**config.mk**
```make
export PLATFORM = sky130hd
export DESIGN_NAME = fir_mac_seq
export DESIGN_NICKNAME = d
export VERILOG_FILES = /design/src/rtl/fir_mac_seq.sv
export SDC_FILE = /design/constraint.sdc
export NUM_CORES = 2
export LEC_CHECK = 0
export ABC_CLOCK_PERIOD_IN_PS = 12500
export BUFFER_PORTS_ARGS = -buffer_cell sky130_fd_sc_hd__buf_2
export CAP_MARGIN = 0
export CORE_AREA = 2 2 278 280
export DETAILED_ROUTE_END_ITERATION = 10
export DIE_AREA = 0 0 280 282
export SKIP_LAST_GASP = 1
export SLEW_MARGIN = 40
export SYNTH_ARGS = -nofsm -noshare
export SYNTH_HDL_FRONTEND = slang
export SYNTH_SLANG_ARGS = --single-unit
```
**constraint.sdc**
```tcl
create_clock -name clk -period 12.5 [get_ports clk]
set_input_delay 2.5 -clock clk [delete_from_list [all_inputs] [get_ports clk]]
set_output_delay 2.5 -clock clk [all_outputs]
set_load 0.005 [all_outputs]
```
**src/rtl/fir_mac_seq.sv**
```systemverilog
`default_nettype none
// +--------------------------------------------------------------------------+
// | fir_mac_seq : time-multiplexed multi-channel FIR MAC, round + saturate    |
// | rev 1.0                                                                  |
// +--------------------------------------------------------------------------+
module fir_mac_seq #(
  parameter int DATA_W   = 16,
  parameter int COEF_W   = 16,
  parameter int NUM_TAPS = 1021,
  parameter int NUM_CH   = 2,
  parameter int FRAC     = 15,
  parameter int ADDR_W   = $clog2(NUM_TAPS)
) (
  input  logic                     clk,
  input  logic                     rst,
  input  logic                     start,
  input  logic [NUM_CH*DATA_W-1:0] smpl_in,
  input  logic [COEF_W-1:0]        coef_in,
  output logic [ADDR_W-1:0]        coef_addr,
  output logic                     smpl_rd,
  output logic                     busy,
  output logic                     out_vld,
  output logic [NUM_CH*DATA_W-1:0] dout,
  output logic [NUM_CH-1:0]        sat
);

  localparam int c_prod_w = DATA_W + COEF_W;
  localparam int c_acc_w  = c_prod_w + ADDR_W;
  localparam int c_rnd_w  = c_acc_w + 1;
  localparam logic [ADDR_W-1:0] c_last = ADDR_W'(NUM_TAPS - 1);
  localparam logic signed [c_rnd_w-1:0] c_half = c_rnd_w'(1) <<< (FRAC - 1);
  localparam logic signed [c_rnd_w-1:0] c_max =
    {{(c_rnd_w-DATA_W+1){1'b0}}, {(DATA_W-1){1'b1}}};
  localparam logic signed [c_rnd_w-1:0] c_min =
    {{(c_rnd_w-DATA_W+1){1'b1}}, {(DATA_W-1){1'b0}}};
  localparam logic [DATA_W-1:0] c_max_out = {1'b0, {(DATA_W-1){1'b1}}};
  localparam logic [DATA_W-1:0] c_min_out = {1'b1, {(DATA_W-1){1'b0}}};

  typedef enum logic [1:0] {
    S_IDLE  = 2'd0,
    S_RUN   = 2'd1,
    S_DRAIN = 2'd2,
    S_ROUND = 2'd3
  } state_t;

  state_t r_state;
  state_t w_next;

  logic [ADDR_W-1:0]        r_addr;
  logic                     r_acc_en;
  logic                     r_vld;
  logic [NUM_CH*DATA_W-1:0] r_dout;
  logic [NUM_CH-1:0]        r_sat;
  logic signed [c_acc_w-1:0]  r_acc [NUM_CH];
  logic signed [c_prod_w-1:0] w_prod [NUM_CH];
  logic [DATA_W-1:0]          w_res [NUM_CH];
  logic [NUM_CH-1:0]          w_clip;

  always_ff @(posedge clk) begin
    if (rst) r_state <= S_IDLE;
    else     r_state <= w_next;
  end

  always_comb begin
    w_next  = r_state;
    busy    = 1'b0;
    smpl_rd = 1'b0;
    case (r_state)
      S_IDLE: begin
        if (start) w_next = S_RUN;
      end
      S_RUN: begin
        busy    = 1'b1;
        smpl_rd = 1'b1;
        if (r_addr == c_last) w_next = S_DRAIN;
      end
      S_DRAIN: begin
        busy   = 1'b1;
        w_next = S_ROUND;
      end
      S_ROUND: begin
        busy   = 1'b1;
        w_next = S_IDLE;
      end
      default: w_next = S_IDLE;
    endcase
  end

  // Per-channel product against the shared coefficient, then round half up and clip.
  for (genvar c = 0; c < NUM_CH; c++) begin : g_ch
    logic signed [DATA_W-1:0]  w_smp;
    logic signed [c_rnd_w-1:0] w_rnd;
    logic signed [c_rnd_w-1:0] w_shr;
    logic                      w_hi;
    logic                      w_lo;

    assign w_smp     = smpl_in[c*DATA_W +: DATA_W];
    assign w_prod[c] = w_smp * $signed(coef_in);
    assign w_rnd     = {r_acc[c][c_acc_w-1], r_acc[c]} + c_half;
    assign w_shr     = w_rnd >>> FRAC;
    assign w_hi      = (w_shr > c_max);
    assign w_lo      = (w_shr < c_min);
    assign w_res[c]  = w_hi ? c_max_out : (w_lo ? c_min_out : w_shr[DATA_W-1:0]);
    assign w_clip[c] = w_hi | w_lo;
  end

  always_ff @(posedge clk) begin
    if (rst) begin
      r_addr   <= '0;
      r_acc_en <= 1'b0;
      r_vld    <= 1'b0;
      r_dout   <= '0;
      r_sat    <= '0;
      for (int c = 0; c < NUM_CH; c++) r_acc[c] <= '0;
    end else begin
      r_vld    <= 1'b0;
      // Upstream ROM and queue are registered, so data lags the address by one cycle.
      r_acc_en <= (r_state == S_RUN);
      if (r_acc_en) begin
        for (int c = 0; c < NUM_CH; c++)
          r_acc[c] <= r_acc[c] + {{ADDR_W{w_prod[c][c_prod_w-1]}}, w_prod[c]};
      end
      case (r_state)
        S_IDLE: begin
          if (start) begin
            r_addr <= '0;
            for (int c = 0; c < NUM_CH; c++) r_acc[c] <= '0;
          end
        end
        S_RUN: begin
          r_addr <= (r_addr == c_last) ? '0 : r_addr + ADDR_W'(1);
        end
        S_ROUND: begin
          for (int c = 0; c < NUM_CH; c++) r_dout[c*DATA_W +: DATA_W] <= w_res[c];
          r_sat <= w_clip;
          r_vld <= 1'b1;
        end
        default: ;
      endcase
    end
  end

  assign coef_addr = r_addr;
  assign out_vld   = r_vld;
  assign dout      = r_dout;
  assign sat       = r_sat;

endmodule
`default_nettype wire

```
==> flow_summary.toml <==
[outcome]
status = "finished, final reports clean"

[critical_path]
crit_path_start_kind = "primary input"
timing.rr.start = "r_acc[0][42]$_SDFFE_PP0P_"
crit_top_cell = "fa_1"
r2r_cells = 14
rrSetupSlack_ns = 8.79
worstSetupPathType = "primary input to register"
cp.arrival_ns = 11.44
worstPathMaxFanout = 17
worstPathRequired_ns = 12.87
crit_end = "r_acc[0][83]$_SDFFE_PP0P_"
startpoint = "coef_in[5]"
r2r-end = "r_acc[0][80]$_SDFFE_PP0P_"
crit_path_end_kind = "register"
cpPeakStageDelay_ns = 0.82
critPathSlowestCell = "fa_1"

[global_route]
grt_usage_pct = 19.64
grt_max_degree = 84
grt_pass1_vias = 24400
antenna_found_initial = 5
grt_remaining_overflow = 0
grt_pass1_wl_um = 124300

[cts]
cts_buffers = 17
cts-resized-gates = 0
cts_max_path_buffers = 2
h-tree-depth = 4
cts_tree = "built"
clock_sinks = 132
cts-root-buf = "clkbuf_16"
cts_setup_buffers = 0
cts_hold_buf = 0
cts.clk_slew.worst_paths_ns = 0.06
insertion_delay_ns = 0.45

[timing]
worst_pin_slew_ns = 0.8087
hold_viol_final = 0
rsz0062_at_grt = "no"
timing.final.crit_period_ns = 11.07
slew_headroom_pct = 46.09
fmax_mhz = 90.32
finalSetupViolCount = 0
fin_setup_tns_ns = 0
clock_skew_ns = 0.01071
post-route-period-util_pct = 88.58
slew_violations = 0

[flow_run]
drv_cap = 0

[synthesis]
synthDistinctLibCells = 92
syn_avg_cell_area_sq_um = 8.580
ys_async_sr_fraction_pct = 0
ys_warn_count = 0
synth_cells = 3524
netlist_area_sq_um = 30240
synth_seq_cells = 132
synth_edf_count = 0
ys_seq_area_share_pct = 8.740
ys.flop_type = "dfxtp_1"
synth_fp_nets = 4367

[floorplan]
core_area_sq_um = 75700
pin_count = 98
fp-row-count = 101
die_w_um = 280
dieArea_sq_um = 78960
fp.dieH_um = 282
start_util_pct = 39.94

[finish]
finalNonFillerCells = 4517
final_layout_size_suffix_gt1_share_pct = 5.455
finalNetCount = 4368
final_cell_mix = "inv_1 (649), fa_1 (526), nand2_1 (354), ha_1 (266), and2_1 (248)"
mostFrequentLayoutCell = "inv_1"
fill_cells = 7519
syn2layout_area_growth_pct = 6.431

[routing]
viasPerCell = 5.163
wl_per_cell_um = 16.54
drc = 0
routed_wl_um = 74730
num_vias = 23320
drt_iter0_markers = 997
firstDrtPassIters = 5
ant_nets = 0

[placed_design]
io_buffers = 97
dp_cells = 4484
gp_congestion = 0.8817
dp_hpwl_um = 59900

[worst_hold_path]
hold_path_class = "register to register"
## layer usage
layer | track usage [%] | part of all wire, % | vias up
li1 | - | - | 11150
met1 | 23.61 | 41 | 11650
met2 | 36.00 | 52 | 382
met3 | 2.502 | 3.1 | 134
met4 | 6.760 | 3.5 | 6
met5 | 0 | 0.041 | -
## state kept, by name, summed over array words and instances (netlist names)
register and count:
out_vld 1, sat 2, r_acc 84, r_acc_en 1, r_state 2, dout 32
coef_addr 10
## final cells by class
class,count,area (sq um),area share (%)
multi-input cells,2612,24670,76.66
flip-flops and latches,132,2646,8.224
inverters,649,2436,7.570
well taps,978,1224,3.803
repair buffers,113,611.8,1.901
clock buffers,19,442.9,1.376
clock inverters,13,148.9,0.4627
diodes,1,2.502,0.007776
## how the worst min path moves through the flow
stage                                     to                      from  slack (ns)  cells after the start
finish              r_acc[0][4]$_SDFFE_PP0P_  r_acc[0][4]$_SDFFE_PP0P_        0.46                      2
global route        r_acc[0][4]$_SDFFE_PP0P_  r_acc[0][4]$_SDFFE_PP0P_        0.48                      2
CTS                 r_acc[0][4]$_SDFFE_PP0P_  r_acc[0][4]$_SDFFE_PP0P_        0.46                      2
detailed placement  r_acc[0][4]$_SDFFE_PP0P_  r_acc[0][4]$_SDFFE_PP0P_        0.45                      2
global placement    r_acc[0][4]$_SDFFE_PP0P_  r_acc[0][4]$_SDFFE_PP0P_        0.45                      2
floorplan           r_acc[0][4]$_SDFFE_PP0P_  r_acc[0][4]$_SDFFE_PP0P_        0.44                      2
## worst max-delay path: cells and delay by family
kind | cells | cell delay, ns
adders and majority gates | 8 | 4.03
xor gates and xnor gates | 2 | 0.19
AOI/OAI and AO/OA | 12 | 2.26
and+or+nand+nor | 6 | 1.54
buffers and inverters | 5 | 0.89
## cells in the mapped netlist, types with 7 or more instances
library cell / instances / area share [%]
a21o_1: 74 / 1.8
o21bai_1: 14 / 0.35
inv_1: 649 / 8.1
o21ai_1: 18 / 0.30
fa_1: 526 / 35
nand3_1: 64 / 1.1
mux2i_1: 54 / 1.8
o21a_1: 25 / 0.62
o22ai_1: 20 / 0.41
dfxtp_1: 132 / 8.7
nor2b_1: 19 / 0.39
nand3b_1: 7 / 0.17
ha_1: 266 / 11
a31oi_1: 27 / 0.56
and4_1: 7 / 0.20
o211ai_1: 14 / 0.35
and2_1: 248 / 5.1
nor3_1: 33 / 0.55
a211oi_1: 25 / 0.62
nor2_1: 231 / 2.9
nand4_1: 25 / 0.52
a211oi_2: 11 / 0.46
buf_1: 10 / 0.12
clkbuf_1: 115 / 1.4
xor2_1: 53 / 1.5
o21ai_0: 80 / 1.3
and3_1: 18 / 0.37
nand2b_1: 28 / 0.58
xnor2_1: 125 / 3.6
or3_1: 8 / 0.17
nand2_1: 354 / 4.4
a21oi_1: 135 / 2.2
## cell families after synthesis
kind of cell	share of synthesized area, %
AOI/OAI and AO/OA	11.14
xor gates and xnor gates	5.156
adders and majority gates	45.83
buffers and inverters	9.750
DFF	8.740
muxes	1.837
and+or+nand+nor	17.54
## stage by stage
| step | hold WS (ns) | cell area (sq um) | utilization [%] | worst slack, ns |
|---|---|---|---|---|
| floorplan | 0.4362 | 30240 | - | 1.995 |
| global placement | 0.4517 | 31560 | 41.69 | 1.163 |
| detailed placement | 0.4514 | 31590 | 41.73 | 0.9712 |
| CTS | 0.4595 | 32180 | 42.51 | 1.417 |
| global route | 0.4829 | 32180 | 42.51 | 0.7918 |
| finish | 0.4552 | 32180 | 42.51 | 1.428 |
Power is left out: the tool's default activity adds up to more than one toggle a clock period on the data nets, which glitch-free logic cannot reach.
